<file path="src/rtl/tt_ovi_pkg.sv">
// Shared types and widths for the OVI issue path: entry state, buffered
// issue entry, and the sideband widths used by the issue buffer and sb_id FIFO.
package tt_ovi_pkg;

    localparam int SB_ID_W  = 5;
    localparam int VCSR_W   = 41;
    localparam int INST_W   = 32;
    localparam int OPND_W   = 64;
    localparam int FFLAGS_W = 5;

    typedef enum logic [1:0] {
        PEND   = 2'd0,
        SENIOR = 2'd1,
        KILLED = 2'd2
    } entry_state_e;

    typedef struct packed {
        entry_state_e        state;
        logic [SB_ID_W-1:0]  sb_id;
        logic [INST_W-1:0]   inst;
        logic [OPND_W-1:0]   scalar_opnd;
        logic [VCSR_W-1:0]   vcsr;
    } issue_entry_t;

    // The pipeline sees lmulb2 as the top bit of the vcsr word.
    function automatic logic [VCSR_W-1:0] pack_vcsr(input logic                lmulb2,
                                                    input logic [VCSR_W-2:0]   vcsr);
        return {lmulb2, vcsr};
    endfunction

endpackage

</file>
<file path="src/rtl/tt_ovi_sbid_fifo.sv">
// In-order FIFO of sb_ids for instructions handed to the vector pipeline;
// the head is the next instruction expected to commit.
module tt_ovi_sbid_fifo
    import tt_ovi_pkg::*;
#(
    parameter int DEPTH = 4,
    parameter int CNT_W = $clog2(DEPTH + 1)
) (
    input  logic               clk,
    input  logic               reset_n,
    input  logic               i_push,
    input  logic [SB_ID_W-1:0] i_push_id,
    input  logic               i_pop,
    output logic [SB_ID_W-1:0] o_head_id,
    output logic [CNT_W-1:0]   o_count
);

    localparam int              PTR_W   = (DEPTH > 1) ? $clog2(DEPTH) : 1;
    localparam logic [CNT_W-1:0] DEPTH_C = CNT_W'(DEPTH);

    logic [SB_ID_W-1:0] r_mem [DEPTH];
    logic [PTR_W-1:0]   r_rd_ptr;
    logic [PTR_W-1:0]   r_wr_ptr;
    logic [CNT_W-1:0]   r_count;
    logic               w_pop;
    logic               w_push;

    function automatic logic [PTR_W-1:0] ptr_inc(input logic [PTR_W-1:0] p);
        return (p == PTR_W'(DEPTH - 1)) ? '0 : p + 1'b1;
    endfunction

    // A pop on empty is ignored; a push into a full FIFO only lands alongside a pop.
    assign w_pop  = i_pop && (r_count != '0);
    assign w_push = i_push && ((r_count != DEPTH_C) || w_pop);

    always_ff @(posedge clk) begin
        if (w_push) begin
            r_mem[r_wr_ptr] <= i_push_id;
        end
    end

    always_ff @(posedge clk) begin
        if (!reset_n) begin
            r_rd_ptr <= '0;
            r_wr_ptr <= '0;
            r_count  <= '0;
        end else begin
            if (w_push) begin
                r_wr_ptr <= ptr_inc(r_wr_ptr);
            end
            if (w_pop) begin
                r_rd_ptr <= ptr_inc(r_rd_ptr);
            end
            r_count <= r_count + CNT_W'(w_push) - CNT_W'(w_pop);
        end
    end

    assign o_head_id = r_mem[r_rd_ptr];
    assign o_count   = r_count;

endmodule

</file>
<file path="src/rtl/tt_ovi_issue_ctrl.sv">
// OVI issue controller: buffers issued instructions, resolves dispatch
// (senior/kill), feeds the vector pipeline in order and reports completions.
module tt_ovi_issue_ctrl
    import tt_ovi_pkg::*;
#(
    parameter int DEPTH    = 4,
    parameter int INFLIGHT = 4
) (
    input  logic                clk,
    input  logic                reset_n,
    input  logic                issue_valid,
    input  logic [INST_W-1:0]   issue_inst,
    input  logic [SB_ID_W-1:0]  issue_sb_id,
    input  logic [OPND_W-1:0]   issue_scalar_opnd,
    input  logic [VCSR_W-2:0]   issue_vcsr,
    input  logic                issue_vcsr_lmulb2,
    output logic                issue_credit,
    input  logic [SB_ID_W-1:0]  dispatch_sb_id,
    input  logic                dispatch_next_senior,
    input  logic                dispatch_kill,
    output logic                pipe_valid,
    input  logic                pipe_ready,
    output logic [INST_W-1:0]   pipe_inst,
    output logic [OPND_W-1:0]   pipe_scalar_opnd,
    output logic [VCSR_W-1:0]   pipe_vcsr,
    input  logic                pipe_commit_valid,
    input  logic [FFLAGS_W-1:0] pipe_commit_fflags,
    output logic                completed_valid,
    output logic [SB_ID_W-1:0]  completed_sb_id,
    output logic [FFLAGS_W-1:0] completed_fflags,
    output logic                err
);

    localparam int                  PTR_W    = (DEPTH > 1) ? $clog2(DEPTH) : 1;
    localparam int                  CNT_W    = $clog2(DEPTH + 1);
    localparam int                  IF_CNT_W = $clog2(INFLIGHT + 1);
    localparam logic [CNT_W-1:0]    DEPTH_C  = CNT_W'(DEPTH);
    localparam logic [IF_CNT_W-1:0] IF_C     = IF_CNT_W'(INFLIGHT);

    issue_entry_t           r_buf [DEPTH];
    logic [PTR_W-1:0]       r_head;
    logic [PTR_W-1:0]       r_tail;
    logic [CNT_W-1:0]       r_count;
    logic                   r_err;
    logic                   r_credit;
    logic                   r_cmp_valid;
    logic [SB_ID_W-1:0]     r_cmp_id;
    logic [FFLAGS_W-1:0]    r_cmp_fflags;

    issue_entry_t           w_head_ent;
    issue_entry_t           w_new_ent;
    logic                   w_buf_nonempty;
    logic                   w_head_senior;
    logic                   w_head_killed;
    logic                   w_pipe_valid;
    logic                   w_xfer;
    logic                   w_pop;
    logic                   w_issue_acc;
    logic                   w_issue_drop;
    logic                   w_pend_found;
    logic [PTR_W-1:0]       w_pend_idx;
    logic                   w_disp;
    logic                   w_match;
    logic                   w_disp_err;
    logic [SB_ID_W-1:0]     w_if_head_id;
    logic [IF_CNT_W-1:0]    w_if_count;
    logic                   w_commit_ok;
    logic                   w_commit_err;

    function automatic logic [PTR_W-1:0] ptr_inc(input logic [PTR_W-1:0] p);
        return (p == PTR_W'(DEPTH - 1)) ? '0 : p + 1'b1;
    endfunction

    assign w_head_ent     = r_buf[r_head];
    assign w_buf_nonempty = (r_count != '0);
    assign w_head_senior  = w_buf_nonempty && (w_head_ent.state == SENIOR);
    assign w_head_killed  = w_buf_nonempty && (w_head_ent.state == KILLED);
    assign w_pipe_valid   = w_head_senior && (w_if_count < IF_C);
    assign w_xfer         = w_pipe_valid && pipe_ready;
    assign w_pop          = w_xfer || w_head_killed;

    // Full is judged on the registered count, so a same-cycle pop cannot make room.
    assign w_issue_acc  = issue_valid && (r_count != DEPTH_C);
    assign w_issue_drop = issue_valid && (r_count == DEPTH_C);

    assign w_new_ent = '{state:       PEND,
                         sb_id:       issue_sb_id,
                         inst:        issue_inst,
                         scalar_opnd: issue_scalar_opnd,
                         vcsr:        pack_vcsr(issue_vcsr_lmulb2, issue_vcsr)};

    // Oldest PEND entry among those present at the start of the cycle.
    always_comb begin
        logic [PTR_W:0] v_sum;
        w_pend_found = 1'b0;
        w_pend_idx   = '0;
        v_sum        = '0;
        for (int i = 0; i < DEPTH; i++) begin
            v_sum = {1'b0, r_head} + (PTR_W + 1)'(i);
            if (v_sum >= (PTR_W + 1)'(DEPTH)) begin
                v_sum = v_sum - (PTR_W + 1)'(DEPTH);
            end
            if (!w_pend_found && (i < int'(r_count)) &&
                (r_buf[v_sum[PTR_W-1:0]].state == PEND)) begin
                w_pend_found = 1'b1;
                w_pend_idx   = v_sum[PTR_W-1:0];
            end
        end
    end

    assign w_disp     = dispatch_next_senior || dispatch_kill;
    assign w_match    = w_pend_found && (r_buf[w_pend_idx].sb_id == dispatch_sb_id);
    assign w_disp_err = (w_disp && !w_match) || (dispatch_next_senior && dispatch_kill);

    assign w_commit_ok  = pipe_commit_valid && (w_if_count != '0);
    assign w_commit_err = pipe_commit_valid && (w_if_count == '0);

    tt_ovi_sbid_fifo #(
        .DEPTH (INFLIGHT),
        .CNT_W (IF_CNT_W)
    ) u_sbid_fifo (
        .clk       (clk),
        .reset_n   (reset_n),
        .i_push    (w_xfer),
        .i_push_id (w_head_ent.sb_id),
        .i_pop     (pipe_commit_valid),
        .o_head_id (w_if_head_id),
        .o_count   (w_if_count)
    );

    always_ff @(posedge clk) begin
        if (!reset_n) begin
            for (int i = 0; i < DEPTH; i++) begin
                r_buf[i] <= '0;
            end
            r_head       <= '0;
            r_tail       <= '0;
            r_count      <= '0;
            r_err        <= 1'b0;
            r_credit     <= 1'b0;
            r_cmp_valid  <= 1'b0;
            r_cmp_id     <= '0;
            r_cmp_fflags <= '0;
        end else begin
            // Dispatch targets a PEND entry, so it never collides with the popped head
            // or with the tail slot being written.
            if (w_disp && w_match) begin
                r_buf[w_pend_idx].state <= dispatch_kill ? KILLED : SENIOR;
            end
            if (w_issue_acc) begin
                r_buf[r_tail] <= w_new_ent;
                r_tail        <= ptr_inc(r_tail);
            end
            if (w_pop) begin
                r_head <= ptr_inc(r_head);
            end
            r_count     <= r_count + CNT_W'(w_issue_acc) - CNT_W'(w_pop);
            r_err       <= r_err | w_issue_drop | w_disp_err | w_commit_err;
            r_credit    <= w_pop;
            r_cmp_valid <= w_commit_ok;
            if (w_commit_ok) begin
                r_cmp_id     <= w_if_head_id;
                r_cmp_fflags <= pipe_commit_fflags;
            end
        end
    end

    assign issue_credit     = r_credit;
    assign pipe_valid       = w_pipe_valid;
    assign pipe_inst        = w_head_ent.inst;
    assign pipe_scalar_opnd = w_head_ent.scalar_opnd;
    assign pipe_vcsr        = w_head_ent.vcsr;
    assign completed_valid  = r_cmp_valid;
    assign completed_sb_id  = r_cmp_id;
    assign completed_fflags = r_cmp_fflags;
    assign err              = r_err;

endmodule
</file>
<file path="config.mk">
export PLATFORM = sky130hd
export DESIGN_NAME = tt_ovi_issue_ctrl
export DESIGN_NICKNAME = d
export VERILOG_FILES = /design/src/rtl/tt_ovi_pkg.sv /design/src/rtl/tt_ovi_sbid_fifo.sv /design/src/rtl/tt_ovi_issue_ctrl.sv
export SDC_FILE = /design/constraint.sdc
export NUM_CORES = 1
export LEC_CHECK = 0
export ABC_AREA = 0
export CAP_MARGIN = 20
export CORE_MARGIN = 5
export CORE_UTILIZATION = 60
export DETAILED_ROUTE_END_ITERATION = 16
export PLACE_DENSITY = 0.89
export SLEW_MARGIN = 20
export SYNTH_ARGS = -nofsm -noshare
export SYNTH_HDL_FRONTEND = slang
export SYNTH_HIERARCHICAL = 1
export SYNTH_SLANG_ARGS = --single-unit
</file>
<file path="constraint.sdc">
create_clock -name clk -period 16.65 [get_ports clk]
set_input_delay 3.33 -clock clk [delete_from_list [all_inputs] [get_ports clk]]
set_output_delay 3.33 -clock clk [all_outputs]
set_load 0.02 [all_outputs]
</file>
Word-level counts from Yosys, hierarchy flattened
Memories as Yosys holds them, arrays and structs flattened. A register that Yosys moved wholly into a read port is not among the register bits.
Cells that the tools add are included.
- register bits: 22
- RAM bits: 596
- input bits: 159
- output and inout port bits: 151
- word-level logic and storage cells: 121
- memories: 2
- add/subtract/negate cells: 15
- order comparisons: 9
- eq/ne operators: 10
- multiplexer cells: 34
- bitwise logic cells: 3
- reductions and logical operators: 38
- memories (memory ; depth ; bits a word ; read ports ; clocked after memory_dff ; write ports ; line ; source):
    r_buf ; 4 ; 144 ; 6 ; 1 ; 4 ; tt_ovi_issue_ctrl.sv:40 ; issue_entry_t r_buf [DEPTH];
    u_sbid_fifo.r_mem ; 4 ; 5 ; 1 ; 1 ; 1 ; tt_ovi_sbid_fifo.sv:21 ; logic [SB_ID_W-1:0] r_mem [DEPTH];
- operators by type and width (operator ; count):
    144-bit 2-to-1 mux ; 2
    144-bit OR reduction ; 2
    2-bit 2-to-1 mux ; 18
    1-bit logical AND ; 20
    1-bit 2-to-1 mux ; 14
    2-bit equality test, second input constant ; 5
    3-bit greater-or-equal comparator, second input constant ; 3
    2-bit by 1-bit adder with 2-bit output, second input constant ; 4
    2-bit zero test ; 4
    2-bit by 1-bit subtractor with 2-bit output, second input constant ; 4
    2-bit by 2-bit adder with 3-bit output, second input constant ; 2
    3-bit by 1-bit adder with 3-bit output ; 2
    1-bit by 3-bit < comparator with 1-bit output, first input constant ; 2
    2-bit by 3-bit < comparator with 1-bit output, first input constant ; 2
    3-bit != test, second input constant ; 2
    3-bit nonzero test ; 2
    3-bit by 1-bit subtractor with 3-bit output ; 2
    5-bit equality test ; 1
    1-bit zero test ; 5
    1-bit logical OR ; 4
    2-bit by 1-bit adder with 3-bit output, second input constant ; 1
    3-bit equality test, second input constant ; 1
    2-bit by 3-bit greater-or-equal comparator with 1-bit output, second input constant ; 1
    3-bit zero test ; 1
    3 further kinds ; 5

Longest topological paths before layout
An unclocked memory read counts as a cell.
- depth in word-level cells: 27
- gate-level depth with buffers: 15
- depth with buffers taken out: 14

By module
Netlist, hierarchy kept.
- modules (own cells, without submodules) (module ; times used ; cells each ; area each (µm²) ; seq. area each (µm²)):
    tt_ovi_issue_ctrl ; 1 ; 1802 ; 27705.3 ; 17656.9
    tt_ovi_sbid_fifo ; 1 ; 76 ; 1186.1 ; 780.7

Least setup slack after synthesis
No wires, ideal clock.
- path kind: in2reg
- start point: input issue_valid
- end point: memory r_buf[3][0] in the netlist's numbering, enable pin
- setup time: 528 ps
- arrival time: 7639 ps
- data required time: 16122 ps
- path slack: 8483 ps
- stages: 4
- cell sequence: a21boi_1 > and3_1 > clkbuf_1 > nand2b_1
- RTL lines (item ; line ; source):
    from (decl) ; tt_ovi_issue_ctrl.sv:11 ; input logic issue_valid,
    to (decl) ; tt_ovi_issue_ctrl.sv:40 ;

==> qor.txt <==
Syn. warnings = 6
drt wl/cell = 24.1 um
critical path class = reg2out
hold-fix buffers at CTS = 0
Req. time, crit path = 13.32 ns
Max clock buf depth = 3
first-pass GRT wire length = 100 mm
Die Y = 229 um
Final Setup Violations = 0
synthesis-stage register bit count = 627
PortBufs = 309
power per cell area = 120 nW/um^2
Die ar. = 52,600 um^2
Via density = 5.96
max-slew violations = 0
Yosys top cell area share = 61.1%
H-tree Lvls = 2
Boundary Pins = 310
Critical Path Start Type = flip-flop
status = finished, final reports clean
CTS buffer count = 61
Total Nets Final = 2,191
vias in the first global route = 17,000
row cnt = 80
relative slew slack = 28.4%
Slew @ Worst Pin = 1.07 ns
most frequent cells in the layout = edfxtp_1, and2_1, clkdlybuf4s50_1
Final Cell Area = 33,500 um^2
Clk Latency, worst-skew pair = 0.61 ns
Post-Synthesis Cell Area = 28,900 um^2
Syn Area/Cell = 15.4 um^2
clk_skew = 0.0175 ns
Area growth, synth to finish = 16.0%
post-route insts no fill = 2,692
Worst Hold Class = reg2reg
final worst path period need = 7.64 ns
Clock Pin Slew Worst Setup and Hold Paths = 0.07 ns
Final Core Density = 70.3%
Power Total = 4.03 mW
crit path DAT = 4.31 ns
pin count of the biggest net entering global routing = 107
Setup crit end kind = primary output
Post-synth EDFFs = 588
Seq/Total Area, Yosys = 63.8%
drt pass-1 iters = 7
Max Fclk = 131 MHz
CTS sink cnt = 627
Top FF cell, synth = edfxtp_1
Leak = 12.0 nW
share of cells above drive strength 1 = 13.7%
Synth area leader = edfxtp_1
post-CTS resize count = 0
DRT antenna net count = 0
core area = 47,600 um^2
DRC Markers = 0
via count = 16,000
most common cell after layout, fill and taps aside = edfxtp_1
Tcrit/Tclk final = 45.9%
drt total wl = 64.8 mm
crit path max fanout = 43
Root Buffer = clkbuf_16
post-synth cell types = 73
CTS tree = built
Iter 0 DRT Violations = 1,482
GPL Wtd Cong = 0.802
GRT Util Overall = 24.5%
initial antenna violation count = 15
Die W = 229 um
max_cap viols = 0
Cells after Synth = 1,878
final setup TNS = 0 ns
post-placement setup slack = 8.95 ns
Net Count, Synth = 2,055
placed insts = 2,566
RSZ-0062 raised after global routing = false
final hold viol count = 0
Area after DPL = 31,500 um^2
Post-CTS Setup Inserts = 0
Async SR Flop Fraction = 0%
final hold slack = 0.494 ns
initial core utilization = 60.6%
post-layout worst setup margin = 9.01 ns
VDD IR max = 0.0970 mV
synth top area cells = edfxtp_1, and2_1, mux4_2
total grt overflow = 0
HPWL Detailed = 38.0 mm
==> final cells by class <==
type                    instances  area, um^2
fillers                      2978       14100
clock buffers                  93        1780
well taps                     615         769
repair buffers                329        3250
multi-input cells             975        8920
inverters                      20        75.1
clock inverters                21         235
diodes                         12        30.0
flip-flops and latches        627       18400
==> power breakdown <==
| group | internal, mW | switching [mW] | total, mW |
|---|---|---|---|
| combinational | 0.318 | 0.397 | 0.714 |
| clock | 0.810 | 0.573 | 1.38 |
| sequential | 1.88 | 0.0547 | 1.93 |
| total | 3.01 | 1.02 | 4.03 |
==> per-layer routing <==
| metal | vias to the layer above | track usage, % | share of wire [%] |
|---|---|---|---|
| li1 | 7050 | - | - |
| met1 | 8214 | 30.7 | 38 |
| met2 | 645 | 43.0 | 52 |
| met3 | 127 | 4.40 | 6.7 |
| met4 | 6 | 9.23 | 3.4 |
| met5 | - | 0 | 0.071 |
==> final timing paths <==
| check | startpoint | end | slack (ns) | cells after the start |
|---|---|---|---|---|
| worst min-delay path | completed_sb_id[1] | completed_sb_id[1] | 0.49 | 2 |
| worst min register to register | completed_sb_id[1] | completed_sb_id[1] | 0.49 | 2 |
| worst max register to register | r_head[0] | r_buf[3][143] | 12.03 | 10 |
| worst max-delay path | flip-flop | pipe_scalar_opnd[10] | 9.01 | 4 |
==> Yosys cell counts (all sizes together) (5+ instances only) <==
cell,n
edfxtp,588
and2,577
buf,169
mux4,152
clkbuf,87
dfxtp,39
mux2i,32
nand2,28
nor2,28
inv,20
ha,16
nand3,14
nor3,11
a211oi,9
a21oi,7
o41ai,7
nand2b,6
a311oi,5
and3,5
nand4,5
or2,5
==> flip-flops by register name, summed over array words and instances, names as in the netlist, 2 cells and up, named ones only <==
name                  flops
r_buf                   576
u_sbid_fifo/r_mem        20
completed_fflags          5
completed_sb_id           5
r_count                   3
u_sbid_fifo/o_count       3
r_head                    2
r_tail                    2
u_sbid_fifo/r_rd_ptr      2
u_sbid_fifo/r_wr_ptr      2
==> cell families after synthesis <==
logic type      after synthesis  share of synthesized area [%]
simple gates                694                           14.5
compound gates               72                           2.17
fa+ha+maj                    18                          0.831
buf+inv                     276                           5.47
flops                       627                           63.8
mux                         186                           13.0
xor+xnor                      5                          0.152
==> worst max-delay path, stage by stage, from the launching register on <==
cell             delay (ns)
dfxtp_4                0.91
buf_4                  0.75
buf_4                  0.74
mux4_2                 0.65
clkdlybuf4s50_1        0.58
No activity file was read; power rests on OpenSTA's default activity.
